--- config.mk ---
export PLATFORM = sky130hd
export DESIGN_NAME = mem_port_arbiter
export DESIGN_NICKNAME = d
export VERILOG_FILES = /design/src/rtl/mem_port_arbiter.sv
export SDC_FILE = /design/constraint.sdc
export NUM_CORES = 1
export LEC_CHECK = 0
export BUFFER_PORTS_ARGS = -buffer_cell sky130_fd_sc_hd__buf_2
export CORE_AREA = 2 2 105 107
export CTS_BUF_LIST = sky130_fd_sc_hd__clkbuf_2 sky130_fd_sc_hd__clkbuf_4 sky130_fd_sc_hd__clkbuf_8
export DETAILED_ROUTE_END_ITERATION = 6
export DIE_AREA = 0 0 107 109
export PLACE_DENSITY = 0.87
export SLEW_MARGIN = 20
export SYNTH_ARGS = -nofsm -noshare
export SYNTH_HDL_FRONTEND = slang
export SYNTH_SLANG_ARGS = --single-unit
export TNS_END_PERCENT = 100
--- constraint.sdc ---
create_clock -name clk -period 4.53 [get_ports clk]
set_input_delay 0.906 -clock clk [delete_from_list [all_inputs] [get_ports clk]]
set_output_delay 0.906 -clock clk [all_outputs]
set_load 0.05 [all_outputs]
--- src/rtl/mem_port_arbiter.sv ---
// Two-port arbiter in front of the cache-controller memory port.
// Locks the grant for a whole transaction and flags stalled downstream ops.
module mem_port_arbiter #(
  parameter int ADDR_W    = 32,
  parameter int DATA_W    = 32,
  parameter int PRIO_MODE = 0,
  parameter int TIMEOUT   = 1023
) (
  input  logic                clk,
  input  logic                rst,
  input  logic [1:0]          req_r_en,
  input  logic [1:0]          req_w_en,
  input  logic [2*ADDR_W-1:0] req_addr,
  input  logic [2*DATA_W-1:0] req_wdata,
  output logic [DATA_W-1:0]   req_rdata,
  output logic [1:0]          req_ready,
  output logic [ADDR_W-1:0]   ds_addr,
  output logic [DATA_W-1:0]   ds_wdata,
  output logic                ds_en,
  output logic                ds_r_en,
  output logic                ds_w_en,
  input  logic [DATA_W-1:0]   ds_rdata,
  input  logic                ds_ready,
  output logic                grant_id,
  output logic                busy,
  output logic                timeout_err
);

  localparam int CW = $clog2(TIMEOUT + 1);

  typedef enum logic [1:0] {
    IDLE,
    BUSY,
    DONE
  } state_t;

  state_t         state;
  logic           rr_ptr;
  logic [CW-1:0]  cnt;
  logic [1:0]     req;
  logic           winner;
  logic           win_rd;
  logic [ADDR_W-1:0] win_addr;
  logic [DATA_W-1:0] win_wdata;

  assign req = req_r_en | req_w_en;

  // Pick the winner: sole requester, else round-robin pointer or port 0
  always_comb begin
    winner = 1'b0;
    unique case (req)
      2'b10:   winner = 1'b1;
      2'b11:   winner = (PRIO_MODE == 0) && rr_ptr;
      default: winner = 1'b0;
    endcase
  end

  assign win_rd    = req_r_en[winner];
  assign win_addr  = winner ? req_addr[2*ADDR_W-1:ADDR_W]
                            : req_addr[ADDR_W-1:0];
  assign win_wdata = winner ? req_wdata[2*DATA_W-1:DATA_W]
                            : req_wdata[DATA_W-1:0];

  // Transaction FSM with all outputs registered
  always_ff @(posedge clk) begin
    if (!rst) begin
      state       <= IDLE;
      rr_ptr      <= 1'b0;
      cnt         <= '0;
      grant_id    <= 1'b0;
      busy        <= 1'b0;
      timeout_err <= 1'b0;
      req_rdata   <= '0;
      req_ready   <= 2'b00;
      ds_addr     <= '0;
      ds_wdata    <= '0;
      ds_en       <= 1'b0;
      ds_r_en     <= 1'b0;
      ds_w_en     <= 1'b0;
    end else begin
      unique case (state)
        IDLE: begin
          if (|req) begin
            grant_id <= winner;
            ds_addr  <= win_addr;
            ds_wdata <= win_wdata;
            ds_en    <= 1'b1;
            ds_r_en  <= win_rd;
            ds_w_en  <= ~win_rd;
            busy     <= 1'b1;
            cnt      <= '0;
            state    <= BUSY;
          end
        end
        BUSY: begin
          if (ds_ready || cnt == CW'(TIMEOUT - 1)) begin
            ds_en     <= 1'b0;
            ds_r_en   <= 1'b0;
            ds_w_en   <= 1'b0;
            req_ready <= grant_id ? 2'b10 : 2'b01;
            state     <= DONE;
            if (ds_ready) begin
              req_rdata <= ds_rdata;
            end else begin
              req_rdata   <= '0;
              timeout_err <= 1'b1;
              cnt         <= CW'(TIMEOUT);
            end
          end else if (cnt != CW'(TIMEOUT)) begin
            cnt <= cnt + 1'b1;
          end
        end
        DONE: begin
          req_ready <= 2'b00;
          busy      <= 1'b0;
          if (PRIO_MODE == 0) begin
            rr_ptr <= ~grant_id;
          end
          state <= IDLE;
        end
        default: state <= IDLE;
      endcase
    end
  end

endmodule

==> flow_summary.ini, run 1 <==
[status]
status = completed

[cells_and_area]
antennaDiodeCount = 0
drive_gt1_frac = 0.441
design_area_um2 = 6940
layout.cells.non_filler = 932
fill_cells = 872
regArea_um2 = 2340
synthToLayoutAreaGrowth_pct = 33.5
multi_input_area_um2 = 2580
fin_util = 0.654
layout_commonest_cell = buf_2
mostFrequentLayoutCells = buf_2 (270), dfxtp_1 (117), nor2_1 (111)
nets = 948

[placement]
place_congestion = 0.885
place_ws_ps = 1650
io_buffer_count = 270
placed_area_um2 = 6500
hpwlAfterDp_um = 9610
dp_cells = 899

[clock_network]
cts_root_buf = clkbuf_8
clock_path_buffers = 2
cts_buffers = 17
path_clk_slew_ps = 70
clk_latency_ps = 410
cts_setup_buffers = 0
cts_tree = yes
cts.repair.resized = 0
ctsHoldBuffers = 0
cts_sinks = 117
htree_levels = 4

[floorplanning]
dieArea_um2 = 11700
rows = 38
initial_core_util = 0.490
pin_count = 271
dieWidth_um = 107
die_y_um = 109
core_um2 = 10600

[setup_path]
crit_fanout = 37
critPathBufInv = 1
path_delay_family = simple AND/OR/NAND/NOR gates
crit_path_max_incr_delay_ps = 810
crit_chain = inv_1 -> ha_1 -> and3_2 -> a31oi_4 -> or2_2 -> a21oi_1 -> nor3_1
cp-end-kind = register
crit_slowest_cell = or2_2
cp_data_required_time_ps = 4860
arrival_ps = 2810
path_class = reg -> reg
start_kind = register

[logic_synthesis]
synthCells = 533
ys_warn_count = 0
yosys.area_share.simple = 0.125
synth_nets = 702
synth_cell_type_count = 50
avgSynthCellArea_um2 = 9.75
synth.area.mux_share = 0.123
yosys.area_share.xor_xnor = 0
ys_ff_latch = 117
ys_seq_area_frac = 0.451
synth_fa_ha_area_frac = 0.00481
synth-compound-area-share = 0.239
synth_ff_type = dfxtp_1
synth_top_family_by_area = compound AO/OA/AOI/OAI gates
syn_area_um2 = 5200
synth_enable_flop_cells = 0
async_flop_share = 0

[sta]
drv_slew = 0
setup_slack_ps = 2050
rsz0062_at_grt = false
setup_tns_ps = 0
max_freq_mhz = 404
fin_crit_sh = 0.547
hold_ws_ps = 476
skew_ps = 11.4
hold_viol_final = 0
maxSlewHeadroom = 0.277
setup-violations-final = 0
worst_pin_slew_ps = 1080
timing.final.crit_period_ps = 2480

[drt]
drt_iter0_drc = 271
wl_um = 13700
drt_pass1_iterations = 5
drc = 0
num_vias = 4874
via_per_inst = 5.23
wl_per_cell_um = 14.7
ant_nets = 0

[grt]
grt_pass1_wl_um = 21700
grt_max_degree = 133
grt.overflow.total = 0
grt_usage = 0.231
antenna_found_initial = 0
grt_pass1_vias = 4665

[power]
ir_worst_vdd_mv = 0.236
cellLeakagePower_nw = 3.19
p_per_area_nw_per_um2 = 426
total_power_mw = 2.96

[worst_hold_path]
worstHoldPathType = reg -> reg

[job]
maxCapViolations = 0
-- sequential cells by signal, indices dropped and copies added, names as in the netlist --
name	count
ds_addr	32
grant_id	1
ds_r_en	1
state	2
req_ready	2
req_rdata	32
busy	1
ds_w_en	1
ds_wdata	32
cnt	10
ds_en	1
timeout_err	1
rr_ptr	1
-- area by class of cell --
type	count	share of cell area
Sequential cell	117	0.338
Tap cell	140	0.0252
Inverter	5	0.00289
Clock buffer	21	0.0408
Multi-Input combinational cell	365	0.372
Clock inverter	11	0.0180
Timing Repair Buffer	273	0.203
-- final timing paths --
path	startpoint	cells past startpoint	slack, ps	endpoint
worst max-delay path	cnt[0]	7	2050	ds_r_en
worst max register to register	cnt[0]	7	2050	ds_r_en
worst min register to register	busy	2	480	busy
worst min-delay path	busy	2	480	busy
-- power by group --
group	leakage [nW]	total, mW	internal, mW	switching [mW]
registers	0.966	1.18	1.13	0.0533
logic	2.03	0.819	0.248	0.571
clock network	0.194	0.960	0.539	0.420
-- cell families after synthesis --
kind of cell,count (synthesis)
muxes,64
adders and majority gates,2
buffers and inverters,51
DFF,117
AOI/OAI and AO/OA,150
and+or+nand+nor,149
-- worst reg2reg max path: stages, from the launching register on --
cell,delay (ps)
dfxtp_1,370
inv_1,80
ha_1,260
and3_2,270
a31oi_4,210
or2_2,810
a21oi_1,190
nor3_1,190
-- per-layer routing --
layer	GRT usage	part of all wire
met5	0	0
met4	0.0853	0.019
met3	0.0831	0.077
met2	0.384	0.48
met1	0.276	0.43
-- Yosys cell counts, types with 2 or more instances --
cell	n	area [um2]
o21ai_0	10	50.1
a22oi_2	29	363
o22a_1	2	17.5
nor3_1	2	10.0
buf_6	6	67.6
a211oi_1	66	495
buf_8	3	45.0
nand2_1	9	33.8
inv_1	4	15.0
clkbuf_1	17	63.8
nor2b_1	2	12.5
nor2_1	112	420
buf_1	2	7.51
a31oi_1	9	56.3
buf_4	2	15.0
nand3_1	5	25.0
nand2b_1	3	18.8
mux2i_1	64	641
and3_2	2	15.0
a21oi_1	14	70.1
a32o_1	2	20.0
buf_2	16	80.1
dfxtp_1	117	2340
a22oi_1	4	30.0
and4_1	2	17.5
and2_1	2	12.5
ha_1	2	25.0
and2_2	2	15.0
o211a_1	2	20.0
(Power assumes the default switching activity.)
==> inputs of run 2 (changes only) <==
--- a/config.mk
+++ b/config.mk
@@ -6,11 +6,10 @@
 export NUM_CORES = 1
 export LEC_CHECK = 0
 export BUFFER_PORTS_ARGS = -buffer_cell sky130_fd_sc_hd__buf_2
-export CORE_AREA = 2 2 105 107
+export CORE_UTILIZATION = 47
 export CTS_BUF_LIST = sky130_fd_sc_hd__clkbuf_2 sky130_fd_sc_hd__clkbuf_4 sky130_fd_sc_hd__clkbuf_8
 export DETAILED_ROUTE_END_ITERATION = 6
-export DIE_AREA = 0 0 107 109
-export PLACE_DENSITY = 0.87
+export PLACE_DENSITY = 0.83
 export SLEW_MARGIN = 20
 export SYNTH_ARGS = -nofsm -noshare
 export SYNTH_HDL_FRONTEND = slang
==> constraint.sdc (replaced) <==
create_clock -name clk -period 2.3 [get_ports clk]
set_input_delay 0.46 -clock clk [delete_from_list [all_inputs] [get_ports clk]]
set_output_delay 0.46 -clock clk [all_outputs]
set_load 0.05 [all_outputs]
==> run 2 against run 1 <==
Via count is 3.0% higher. Register-to-register slack got worse by 1700 ps. Maximum frequency is 25% higher. Utilization is 0.31 points lower. Worst setup slack worse by 1700 ps. Sequential power is 97% higher. Routed wire length is 4.1% higher. Clock power rose by 96%. Global-route usage rose by 1.4 points. Sequential share of layout area fell by 0.44 points. Largest power group unchanged.
==> flow_summary.ini, run 2 (synthesis gave the netlist of run 1 again) <==
[setup_path]
crit_chain = inv_1 -> ha_1 -> and3_2 -> a31oi_4 -> or2_2 -> buf_4 -> a22oi_1 -> nor2_1
cp-end-kind = register
crit_path_max_incr_delay_ps = 370
arrival_ps = 2330
cp_data_required_time_ps = 2650
crit_fanout = 20
start_kind = register
path_delay_family = simple AND/OR/NAND/NOR gates
critPathBufInv = 2
crit_slowest_cell = dfxtp_1
path_class = reg -> reg

[grt]
antenna_found_initial = 0
grt_max_degree = 76
grt_pass1_wl_um = 22400
grt_pass1_vias = 4773
grt.overflow.total = 0
grt_usage = 0.245

[status]
status = completed

[floorplanning]
dieWidth_um = 107
pin_count = 271
initial_core_util = 0.482
rows = 38
core_um2 = 10800
dieArea_um2 = 11500
die_y_um = 107

[clock_network]
cts_setup_buffers = 0
htree_levels = 4
path_clk_slew_ps = 90
cts.repair.resized = 0
cts_root_buf = clkbuf_8
ctsHoldBuffers = 0
cts_buffers = 17
cts_tree = yes
cts_sinks = 117
clock_path_buffers = 2
clk_latency_ps = 420

[drt]
drc = 0
via_per_inst = 5.33
ant_nets = 0
drt_pass1_iterations = 4
wl_um = 14300
wl_per_cell_um = 15.2
num_vias = 5020
drt_iter0_drc = 331

[power]
ir_worst_vdd_mv = 0.415
p_per_area_nw_per_um2 = 834
cellLeakagePower_nw = 3.25

[cells_and_area]
regArea_um2 = 2340
layout_commonest_cell = buf_2
mostFrequentLayoutCells = buf_2 (270), dfxtp_1 (117), nor2_1 (111)
antennaDiodeCount = 0
reg_top3 = ds_addr: 32 flops, ds_wdata: 32 flops, req_rdata: 32 flops
fill_cells = 874
design_area_um2 = 7030
synthToLayoutAreaGrowth_pct = 35.2
nets = 957
multi_input_area_um2 = 2580
drive_gt1_frac = 0.447

[placement]
placed_area_um2 = 6640
io_buffer_count = 270
hpwlAfterDp_um = 10500
place_congestion = 0.843

[sta]
setup_tns_ps = 0
setup-violations-final = 0
fin_crit_sh = 0.858
maxSlewHeadroom = 0.664
drv_slew = 0
timing.final.crit_period_ps = 1970
max_freq_mhz = 506
worst_pin_slew_ps = 504
skew_ps = 16.0
rsz0062_at_grt = false
hold_viol_final = 0

[job]
maxCapViolations = 0

[worst_hold_path]
worstHoldPathType = in -> reg
run 2: power breakdown:
part	switching [mW]	total, mW	internal, mW
Combinational	1.14	1.65	0.513
Sequential	0.111	2.33	2.22
Clock	0.977	1.88	0.907
Total	2.23	5.86	3.64
run 2: path summary, 6_finish.rpt:
check / slack [ps] / cells past startpoint / start / endpoint
worst max register to register: 330 / 8 / cnt[0] / req_rdata[29]
worst min register to register: 470 / 1 / timeout_err / timeout_err
worst max-delay path: 330 / 8 / cnt[0] / req_rdata[29]
worst min-delay path: 280 / 3 / ds_rdata[11] / req_rdata[11]
run 2: metrics by stage:
step | setup WS, ps | total power [mW] | utilization | hold slack, ps | instances
2_1_floorplan | 620 | 3.57 | - | 455 | 533
4_1_cts | 323 | 5.90 | 0.651 | 260 | 941
3_5_place_dp | 346 | 4.03 | 0.615 | 455 | 909
3_3_place_gp | 428 | 3.98 | 0.615 | 451 | 909
5_1_grt | 203 | 6.15 | 0.651 | 256 | 941
6_report | 325 | 5.86 | 0.651 | 280 | 941
run 2: final cells by class:
type,count,area share
Tap cell,140,0.0249
Clock inverter,15,0.0226
Sequential cell,117,0.333
Multi-Input combinational cell,365,0.367
Timing Repair Buffer,282,0.216
Inverter,5,0.00285
Clock buffer,17,0.0333
run 2: per-layer routing:
layer	share of wire	GRT usage	wire, um
met1	0.41	0.280	5900
met2	0.50	0.436	7210
met3	0.068	0.0687	971
met4	0.016	0.0851	226
met5	0	0	0
run 2: worst register-to-register path: stages, from the launching register on:
cell and delay, ps:
dfxtp_1 370, inv_1 80, ha_1 250, and3_2 260, a31oi_4 210, or2_2 200
buf_4 300, a22oi_1 110, nor2_1 120
==> inputs of run 3 (changes only) <==
--- a/config.mk
+++ b/config.mk
@@ -6,6 +6,7 @@
 export NUM_CORES = 1
 export LEC_CHECK = 0
 export BUFFER_PORTS_ARGS = -buffer_cell sky130_fd_sc_hd__buf_2
+export CORE_ASPECT_RATIO = 1.5
 export CORE_UTILIZATION = 47
 export CTS_BUF_LIST = sky130_fd_sc_hd__clkbuf_2 sky130_fd_sc_hd__clkbuf_4 sky130_fd_sc_hd__clkbuf_8
 export DETAILED_ROUTE_END_ITERATION = 6
==> run 3 against run 2 <==
Utilization rose by 1.3 points. Sequential share of layout area fell by 0.22 points. Clock skew fell by 3.6 ps. Worst setup slack got worse by 99 ps. Combinational power barely moved. Design area rose by 0.68%. Routed wire length rose by 3.4%. Die area barely moved. Critical path type unchanged. Critical endpoint is now req_rdata[8]. Largest cell class unchanged. Highest routed layer unchanged.
==> flow_summary.ini, run 3 (synthesis gave the netlist of run 1 again) <==
[sta]
hold_viol_final = 0
hold_ws_ps = 278
rsz0062_at_grt = false
fin_crit_sh = 0.901
drv_slew = 0
maxSlewHeadroom = 0.677
setup-violations-final = 0
skew_ps = 12.4
setup_tns_ps = 0
max_freq_mhz = 482
worst_pin_slew_ps = 484
setup_slack_ps = 227
timing.final.crit_period_ps = 2070

[power]
total_power_mw = 6.02
pwr-share-seq = 0.387
swShare = 0.357
switchingPower_mw = 2.15
comb_power_share = 0.276
internal-power_mw = 3.87
p_per_area_nw_per_um2 = 851
cellLeakagePower_nw = 3.26
ir_worst_vdd_mv = 0.546
clkPwrFrac = 0.337

[job]
maxCapViolations = 0

[setup_path]
r2r_cells = 8
path_class = reg -> reg
arrival_ps = 2430
start_kind = register
crit_fanout = 27
crit_chain = inv_1 -> ha_1 -> and3_2 -> a31oi_4 -> or2_2 -> buf_12 -> a22oi_2 -> nor2_1
crit_path_max_incr_delay_ps = 380
crit_slowest_cell = dfxtp_1
cp-end-kind = register
cp_data_required_time_ps = 2660

[cells_and_area]
synthToLayoutAreaGrowth_pct = 36.1
drive_gt1_frac = 0.447
reg_top3 = ds_addr: 32 flops, ds_wdata: 32 flops, req_rdata: 32 flops
layout.cells.non_filler = 946
nets = 957
mostFrequentLayoutCells = buf_2 (270), dfxtp_1 (117), nor2_1 (111)
layout_commonest_cell = buf_2
fill_cells = 839

[clock_network]
cts_root_buf = clkbuf_8
cts_buffers = 17
cts.repair.resized = 0
clock_path_buffers = 2
cts_tree = yes
ctsHoldBuffers = 0
cts_setup_buffers = 0
clk_latency_ps = 430
cts_sinks = 117
path_clk_slew_ps = 80
htree_levels = 4

[grt]
grt_pass1_vias = 4809
grt_usage = 0.248
antenna_found_initial = 1
grt_pass1_wl_um = 22100
grt_max_degree = 77
grt.overflow.total = 0

[worst_hold_path]
min_delay_path_depth = 3
worstHoldPathType = in -> reg

[drt]
wl_per_cell_um = 15.6
drt_pass1_iterations = 4
num_vias = 5054
drt_iter0_drc = 153
drc = 0
via_per_inst = 5.34
wl_um = 14800
ant_nets = 0

[status]
status = completed

[placement]
dp_cells = 913
io_buffer_count = 270
hpwlAfterDp_um = 10800
place_congestion = 0.932
place_ws_ps = 284

[floorplanning]
pin_count = 271
rows = 46
dieArea_um2 = 11500
initial_core_util = 0.488
core_um2 = 10600
dieWidth_um = 87.9
die_y_um = 131
run 3: cell count changes in the layout (fill, tap and decap cells not counted), sizes merged:
cell	before	now
bufinv	1	3
clkinvlp	2	5
clkinv	3	2
inv	14	8
clkbuf	17	19
diode	0	1
run 3: routing by layer:
| metal | global-route usage | wire, um |
|---|---|---|
| met1 | 0.269 | 5660 |
| met2 | 0.436 | 7590 |
| met3 | 0.0747 | 1120 |
| met4 | 0.120 | 419 |
| met5 | 0 | 0 |
run 3: final cells by class:
class                           instances  area, um2  share of cell area
Multi-Input combinational cell        365       2580               0.365
Clock buffer                           19        262              0.0370
Clock inverter                         13        171              0.0242
Tap cell                              144        180              0.0255
Antenna cell                            1       2.50            0.000354
Timing Repair Buffer                  282       1520               0.214
Inverter                                5       20.0             0.00283
Sequential cell                       117       2340               0.331
run 3: critical path, delay by kind of cell, from the launching register on:
| kind | cells | cell delay, ps |
|---|---|---|
| DFF | 1 | 380 |
| buffers and inverters | 2 | 320 |
| and+or+nand+nor | 3 | 730 |
| adders and majority gates | 1 | 250 |
| AOI/OAI and AO/OA | 2 | 290 |
run 3: worst paths after layout:
path / slack [ps] / end / startpoint
min reg2reg: 470 / timeout_err / timeout_err
min: 280 / req_rdata[14] / ds_rdata[14]
max: 230 / req_rdata[8] / cnt[0]
max reg2reg: 230 / req_rdata[8] / cnt[0]
run 3: through the flow:
| stage | area (um2) | utilization |
|---|---|---|
| 2_1_floorplan | 5200 | - |
| 3_3_place_gp | 6640 | 0.624 |
| 3_5_place_dp | 6640 | 0.624 |
| 4_1_cts | 7070 | 0.664 |
| 5_1_grt | 7070 | 0.664 |
| 6_report | 7080 | 0.665 |
run 3: power by group through the flow:
stage / combinational (mW) / sequential [mW] / clock (mW)
finish: 1.66 / 2.33 / 2.03
detailed placement: 1.66 / 2.37 / 0
global placement: 1.63 / 2.36 / 0
floorplan: 0.589 / 2.98 / 0
global route: 1.77 / 2.35 / 2.15
CTS: 1.67 / 2.33 / 2.07
